<file path="src/rtl/const_splitter_pkg.sv">
// Shared widths for the constant splitter and a helper that selects one immediate-sized chunk
// out of the sign-extended constant.
package const_splitter_pkg;
  localparam int IMMEDIATE_WIDTH = 6;
  localparam int DATA_BUS_WIDTH  = 16;
  localparam int CHUNK_COUNT     = (DATA_BUS_WIDTH + IMMEDIATE_WIDTH - 1) / IMMEDIATE_WIDTH;
  localparam int CHUNK_IDX_WIDTH = (CHUNK_COUNT > 1) ? $clog2(CHUNK_COUNT) : 1;
  localparam int EXT_WIDTH       = CHUNK_COUNT * IMMEDIATE_WIDTH;

  // Chunk position 0 is the least significant IMMEDIATE_WIDTH bits.
  function automatic logic [IMMEDIATE_WIDTH-1:0] chunk_at(
    input logic [EXT_WIDTH-1:0]       ext,
    input logic [CHUNK_IDX_WIDTH-1:0] pos
  );
    logic [IMMEDIATE_WIDTH-1:0] c;
    c = '0;
    for (int p = 0; p < CHUNK_COUNT; p++) begin
      if (pos == CHUNK_IDX_WIDTH'(p)) c = ext[p*IMMEDIATE_WIDTH +: IMMEDIATE_WIDTH];
    end
    return c;
  endfunction
endpackage

</file>
<file path="src/rtl/const_splitter_chunk_count_detect.sv">
// Combinational: sign-extends the constant and finds the smallest chunk count that still
// reproduces it, reported as count-1.
module chunk_count_detect
  import const_splitter_pkg::*;
(
  input  logic [DATA_BUS_WIDTH-1:0]  in_value,
  output logic [EXT_WIDTH-1:0]       value_ext,
  output logic [CHUNK_IDX_WIDTH-1:0] last_idx
);
  always_comb begin
    logic [EXT_WIDTH-1:0] run;
    value_ext = EXT_WIDTH'($signed(in_value));
    // run[i] is set when every bit from the top down to i equals the sign bit.
    run = '0;
    run[EXT_WIDTH-1] = 1'b1;
    for (int i = EXT_WIDTH - 2; i >= 0; i--) begin
      run[i] = run[i+1] & (value_ext[i] == value_ext[EXT_WIDTH-1]);
    end
    last_idx = CHUNK_IDX_WIDTH'(CHUNK_COUNT - 1);
    for (int n = CHUNK_COUNT - 1; n >= 1; n--) begin
      if (run[n*IMMEDIATE_WIDTH-1]) last_idx = CHUNK_IDX_WIDTH'(n - 1);
    end
  end
endmodule

</file>
<file path="src/rtl/const_splitter.sv">
// Splits a constant into a sign-extended head chunk plus zero-extended tail chunks, one per
// handshake; first chunk valid the cycle after accept, outputs held while out_ready is low.
module const_splitter
  import const_splitter_pkg::*;
(
  input  logic                       clk,
  input  logic                       reset,
  input  logic                       in_valid,
  output logic                       in_ready,
  input  logic [DATA_BUS_WIDTH-1:0]  in_value,
  output logic                       out_valid,
  input  logic                       out_ready,
  output logic [IMMEDIATE_WIDTH-1:0] out_chunk,
  output logic                       out_first,
  output logic                       out_last,
  output logic [CHUNK_IDX_WIDTH-1:0] out_index
);
  typedef enum logic {ST_IDLE = 1'b0, ST_EMIT = 1'b1} state_e;

  state_e                     state_q, state_d;
  logic [EXT_WIDTH-1:0]       ext_q, ext_d;
  logic [CHUNK_IDX_WIDTH-1:0] last_idx_q, last_idx_d;
  logic [CHUNK_IDX_WIDTH-1:0] idx_q, idx_d;
  logic [IMMEDIATE_WIDTH-1:0] chunk_q, chunk_d;
  logic                       first_q, first_d;
  logic                       last_q, last_d;

  logic [EXT_WIDTH-1:0]       in_ext;
  logic [CHUNK_IDX_WIDTH-1:0] in_last_idx;

  chunk_count_detect u_detect (
    .in_value  (in_value),
    .value_ext (in_ext),
    .last_idx  (in_last_idx)
  );

  always_comb begin
    state_d    = state_q;
    ext_d      = ext_q;
    last_idx_d = last_idx_q;
    idx_d      = idx_q;
    chunk_d    = chunk_q;
    first_d    = first_q;
    last_d     = last_q;
    case (state_q)
      ST_IDLE: begin
        if (in_valid) begin
          ext_d      = in_ext;
          last_idx_d = in_last_idx;
          idx_d      = '0;
          chunk_d    = chunk_at(in_ext, in_last_idx);
          first_d    = 1'b1;
          last_d     = (in_last_idx == '0);
          state_d    = ST_EMIT;
        end
      end
      ST_EMIT: begin
        if (out_ready) begin
          if (last_q) begin
            state_d = ST_IDLE;
            idx_d   = '0;
            chunk_d = '0;
            first_d = 1'b0;
            last_d  = 1'b0;
          end else begin
            // Chunks leave most-significant first, so position counts down as index counts up.
            idx_d   = idx_q + 1'b1;
            chunk_d = chunk_at(ext_q, last_idx_q - idx_d);
            first_d = 1'b0;
            last_d  = (idx_d == last_idx_q);
          end
        end
      end
      default: state_d = ST_IDLE;
    endcase
  end

  always_ff @(posedge clk or posedge reset) begin
    if (reset) begin
      state_q    <= ST_IDLE;
      ext_q      <= '0;
      last_idx_q <= '0;
      idx_q      <= '0;
      chunk_q    <= '0;
      first_q    <= 1'b0;
      last_q     <= 1'b0;
    end else begin
      state_q    <= state_d;
      ext_q      <= ext_d;
      last_idx_q <= last_idx_d;
      idx_q      <= idx_d;
      chunk_q    <= chunk_d;
      first_q    <= first_d;
      last_q     <= last_d;
    end
  end

  assign in_ready  = (state_q == ST_IDLE);
  assign out_valid = (state_q == ST_EMIT);
  assign out_chunk = chunk_q;
  assign out_first = first_q;
  assign out_last  = last_q;
  assign out_index = idx_q;
endmodule

</file>
<file path="config.mk">
export PLATFORM = sky130hd
export DESIGN_NAME = const_splitter
export DESIGN_NICKNAME = d
export VERILOG_FILES = /design/src/rtl/const_splitter_pkg.sv /design/src/rtl/const_splitter_chunk_count_detect.sv /design/src/rtl/const_splitter.sv
export SDC_FILE = /design/constraint.sdc
export NUM_CORES = 1
export LEC_CHECK = 0
export CORE_ASPECT_RATIO = 1.1
export CORE_UTILIZATION = 40
export CTS_BUF_LIST = sky130_fd_sc_hd__clkbuf_2
export DETAILED_ROUTE_END_ITERATION = 7
export SLEW_MARGIN = 0
export SYNTH_ARGS = -nofsm -noshare
export SYNTH_HDL_FRONTEND = slang
export SYNTH_SLANG_ARGS = --single-unit
</file>
<file path="constraint.sdc">
create_clock -name clk -period 2.7 [get_ports clk]
set_input_delay 0.54 -clock clk [delete_from_list [all_inputs] [get_ports clk]]
set_output_delay 0.54 -clock clk [all_outputs]
set_load 0.01 [all_outputs]
</file>
==> run_results.csv <==
group,metric,value,unit
timing,finalClockSkew,0.0138,ns
clock_network,path_clk_slew,0.13,ns
logic_synthesis,synth_edf_count,0,
clock_network,cts.hold.buffers_added,0,
worst_hold_path,hp-class,"register to register",
route,drtIter0Drc,51,
worst_setup_path,cp.required,2.94,ns
run,maxCapViolCount,0,
global_routing,grt_usage,0.225,
floorplan,initial_core_util,0.424,
clock_network,ctsResizeCount,0,
logic_synthesis,syn_area_per_cell,9.10,um^2
global_routing,grt_pass1_vias,1412,
logic_synthesis,ys_async_sr_fraction,1.00,
floorplan,rows,23,
timing,post-route-period-util,0.775,
power,powerDensity,1150,nW/um^2
timing,max_slew_margin,0.555,
logic_synthesis,yosysSeqAreaShare,0.461,
layout,drive_gt1_frac,0.111,
logic_synthesis,synth_area,1570,um^2
clock_network,clock-sinks,29,
global_routing,grt_max_degree,30,
placement,port_buffers,31,
worst_setup_path,critPathLaunchType,"input port",
worst_setup_path,path_max_fanout,7,
clock_network,h-tree-depth,2,
layout,area_growth,25.1,%
clock_network,cts_tree,"built",
global_routing,grt_pass1_wl,6.67,mm
placement,post-place-ws,0.221,ns
floorplan,core,3710,um^2
route,drtPass1Iterations,4,
power,p_leak,0.901,nW
clock_network,cts_buffer_depth,2,
clock_network,clock-root-buffer,"clkbuf_2",
worst_setup_path,worstSetupEndpointType,"register",
logic_synthesis,dominantRegCellSynth,"dfrtp_1",
logic_synthesis,ys_ff_latch,29,
route,ant_nets,0,
logic_synthesis,synthesis.nets,194,
route,drt-total-wl,3.95,mm
floorplan,die_area,4190,um^2
route,wl_per_cell,15.3,um
worst_setup_path,cp_cell_sequence,"clkdlybuf4s50_1, or4_4, mux2i_4, nand2_1, a221oi_1, o22ai_1",
worst_setup_path,slowest_delay,0.56,ns
logic_synthesis,synth_cell_types,36,
timing,max_freq,0.478,GHz
placement,hpwl,2.91,mm
route,num_vias,1403,
clock_network,cts_setup_buffers,0,
layout,n_antenna_cell,0,
power,irDropWorstVdd,0.490,mV
layout,nNetsFinal,229,
outcome,status,"completed",
placement,globalplace.congestion,0.819,
logic_synthesis,yosysWarnings,0,
timing,period_minus_slack,2.09,ns
route,via_per_inst,5.44,
timing,worst_slack,0.608,ns
clock_network,numCtsBuffers,5,
worst_setup_path,cp_num_buf_inv,1,
timing,rsz0062_at_grt,"false",
logic_synthesis,synth_cells,173,
global_routing,gr-total-overflow,0,
worst_setup_path,critPathArrivalTime,2.33,ns
worst_setup_path,path_class,"input port to register",
timing,worst_slew_pin_slew,0.668,ns
timing,hold_viol,0,
floorplan,ioPinCount,32,
timing,drv_slew,0,
timing,finalSetupTns,0,ns
floorplan,die_h,67.8,um
route,drcViolationCount,0,
worst_setup_path,crit_slowest_cell,"or4_4",
global_routing,antenna_found_initial,0,
floorplan,dieWidth,61.8,um
clock_network,clk_latency,0.36,ns
worst_setup_path,cp_top_family,"simple AND/OR/NAND/NOR gates",
timing,setup_viol,0,
timing,holdWs,0.493,ns
[metrics by stage]
| stage | std cells | utilization | total power [W] | area, um^2 |
|---|---|---|---|---|
| floorplan | 173 | - | 0.00174 | 1570 |
| global placement | 251 | 0.521 | 0.00206 | 1940 |
| detailed placement | 251 | 0.521 | 0.00208 | 1940 |
| CTS | 258 | 0.531 | 0.00229 | 1970 |
| global route | 258 | 0.531 | 0.00247 | 1970 |
| finish | 258 | 0.531 | 0.00227 | 1970 |
[worst reg2reg max path, cell delays in order, from the launching register on]
cell and delay [ns]:
dfrtp_1 0.44, xnor3_2 0.50, xor2_4 0.46, mux2i_1 0.14, mux2_2 0.30, a31oi_1 0.17
[synthesized netlist by cell type (all sizes together) (2+ instances only)]
cell / count / area share
nand2: 62 / 0.15
dfrtp: 29 / 0.46
o21ai: 11 / 0.035
inv: 6 / 0.014
mux2i: 6 / 0.046
a21oi: 5 / 0.016
mux2: 5 / 0.041
nor2: 5 / 0.012
o22ai: 5 / 0.028
a221oi: 4 / 0.022
a31oi: 4 / 0.016
clkbuf: 4 / 0.0095
nand4: 4 / 0.016
buf: 3 / 0.017
a21boi: 2 / 0.0095
nand3: 2 / 0.0064
nor2b: 2 / 0.0079
nor3: 2 / 0.0064
[area by class of cell]
type / instances / area (um^2)
Tap cell: 50 / 62.6
Timing Repair Buffer: 35 / 340
Clock buffer: 6 / 30.0
Multi-Input combinational cell: 131 / 785
Fill cell: 342 / 1740
Clock inverter: 1 / 3.75
Sequential cell: 29 / 726
Inverter: 6 / 22.5
[sequential cells by signal, indices dropped and copies added (netlist names)]
name        flops
out_chunk       6
ext_q          16
out_index       2
out_last        1
last_idx_q      2
out_first       1
out_valid       1
[layer usage]
layer	track usage	up-vias	routed length, um
met1	0.280	667	1700
met4	0.100	0	78
met5	0	-	0
met2	0.364	60	1940
met3	0.0536	9	231
li1	-	667	-
[power breakdown]
| group | internal (W) | switching (W) | total (W) | leakage [nW] |
|---|---|---|---|---|
| Combinational | 0.000635 | 0.000661 | 0.00130 | 0.510 |
| Clock | 0.0000604 | 0.000146 | 0.000206 | 0.0265 |
| Sequential | 0.000628 | 0.000137 | 0.000765 | 0.364 |
[worst paths after layout]
check                        startpoint      endpoint  slack [ns]  cells after the start
setup / recovery           in_value[15]  out_chunk[3]        0.61                      6
hold / removal                 ext_q[5]      ext_q[5]        0.49                      2
setup reg to reg           out_index[0]  out_chunk[5]        0.64                      5
hold reg to reg                ext_q[5]      ext_q[5]        0.49                      2
max in group asynchronous         reset      ext_q[5]        1.87                      3
min in group asynchronous         reset     ext_q[14]        0.54                      3
[cells by family (layout without fill, tap and decap cells)]
group / count (synthesis) / in the layout / synth area share
compound gates: 36 / 36 / 0.153
xor+xnor: 2 / 2 / 0.0326
fa+ha+maj: 1 / 1 / 0.00795
buf+inv: 13 / 48 / 0.0405
flops: 29 / 29 / 0.461
mux: 11 / 11 / 0.0866
simple gates: 81 / 81 / 0.219
[layout by cell type, fill, tap and decap left out, types with 3 or more instances in the layout]
cell type        synthesis  layout
inv_1                    6       6
mux2i_1                  5       5
nor2_1                   5       5
clkdlybuf4s50_1          0      31
dfrtp_1                 29      29
a21oi_1                  5       5
buf_4                    0       4
o22ai_1                  3       3
o21ai_0                 10      10
clkbuf_2                 0       6
mux2_2                   3       3
nand2_1                 61      61
a221oi_1                 4       4
a31oi_1                  4       4
nand4_1                  4       4
No activity file was read; power rests on OpenSTA's default activity.
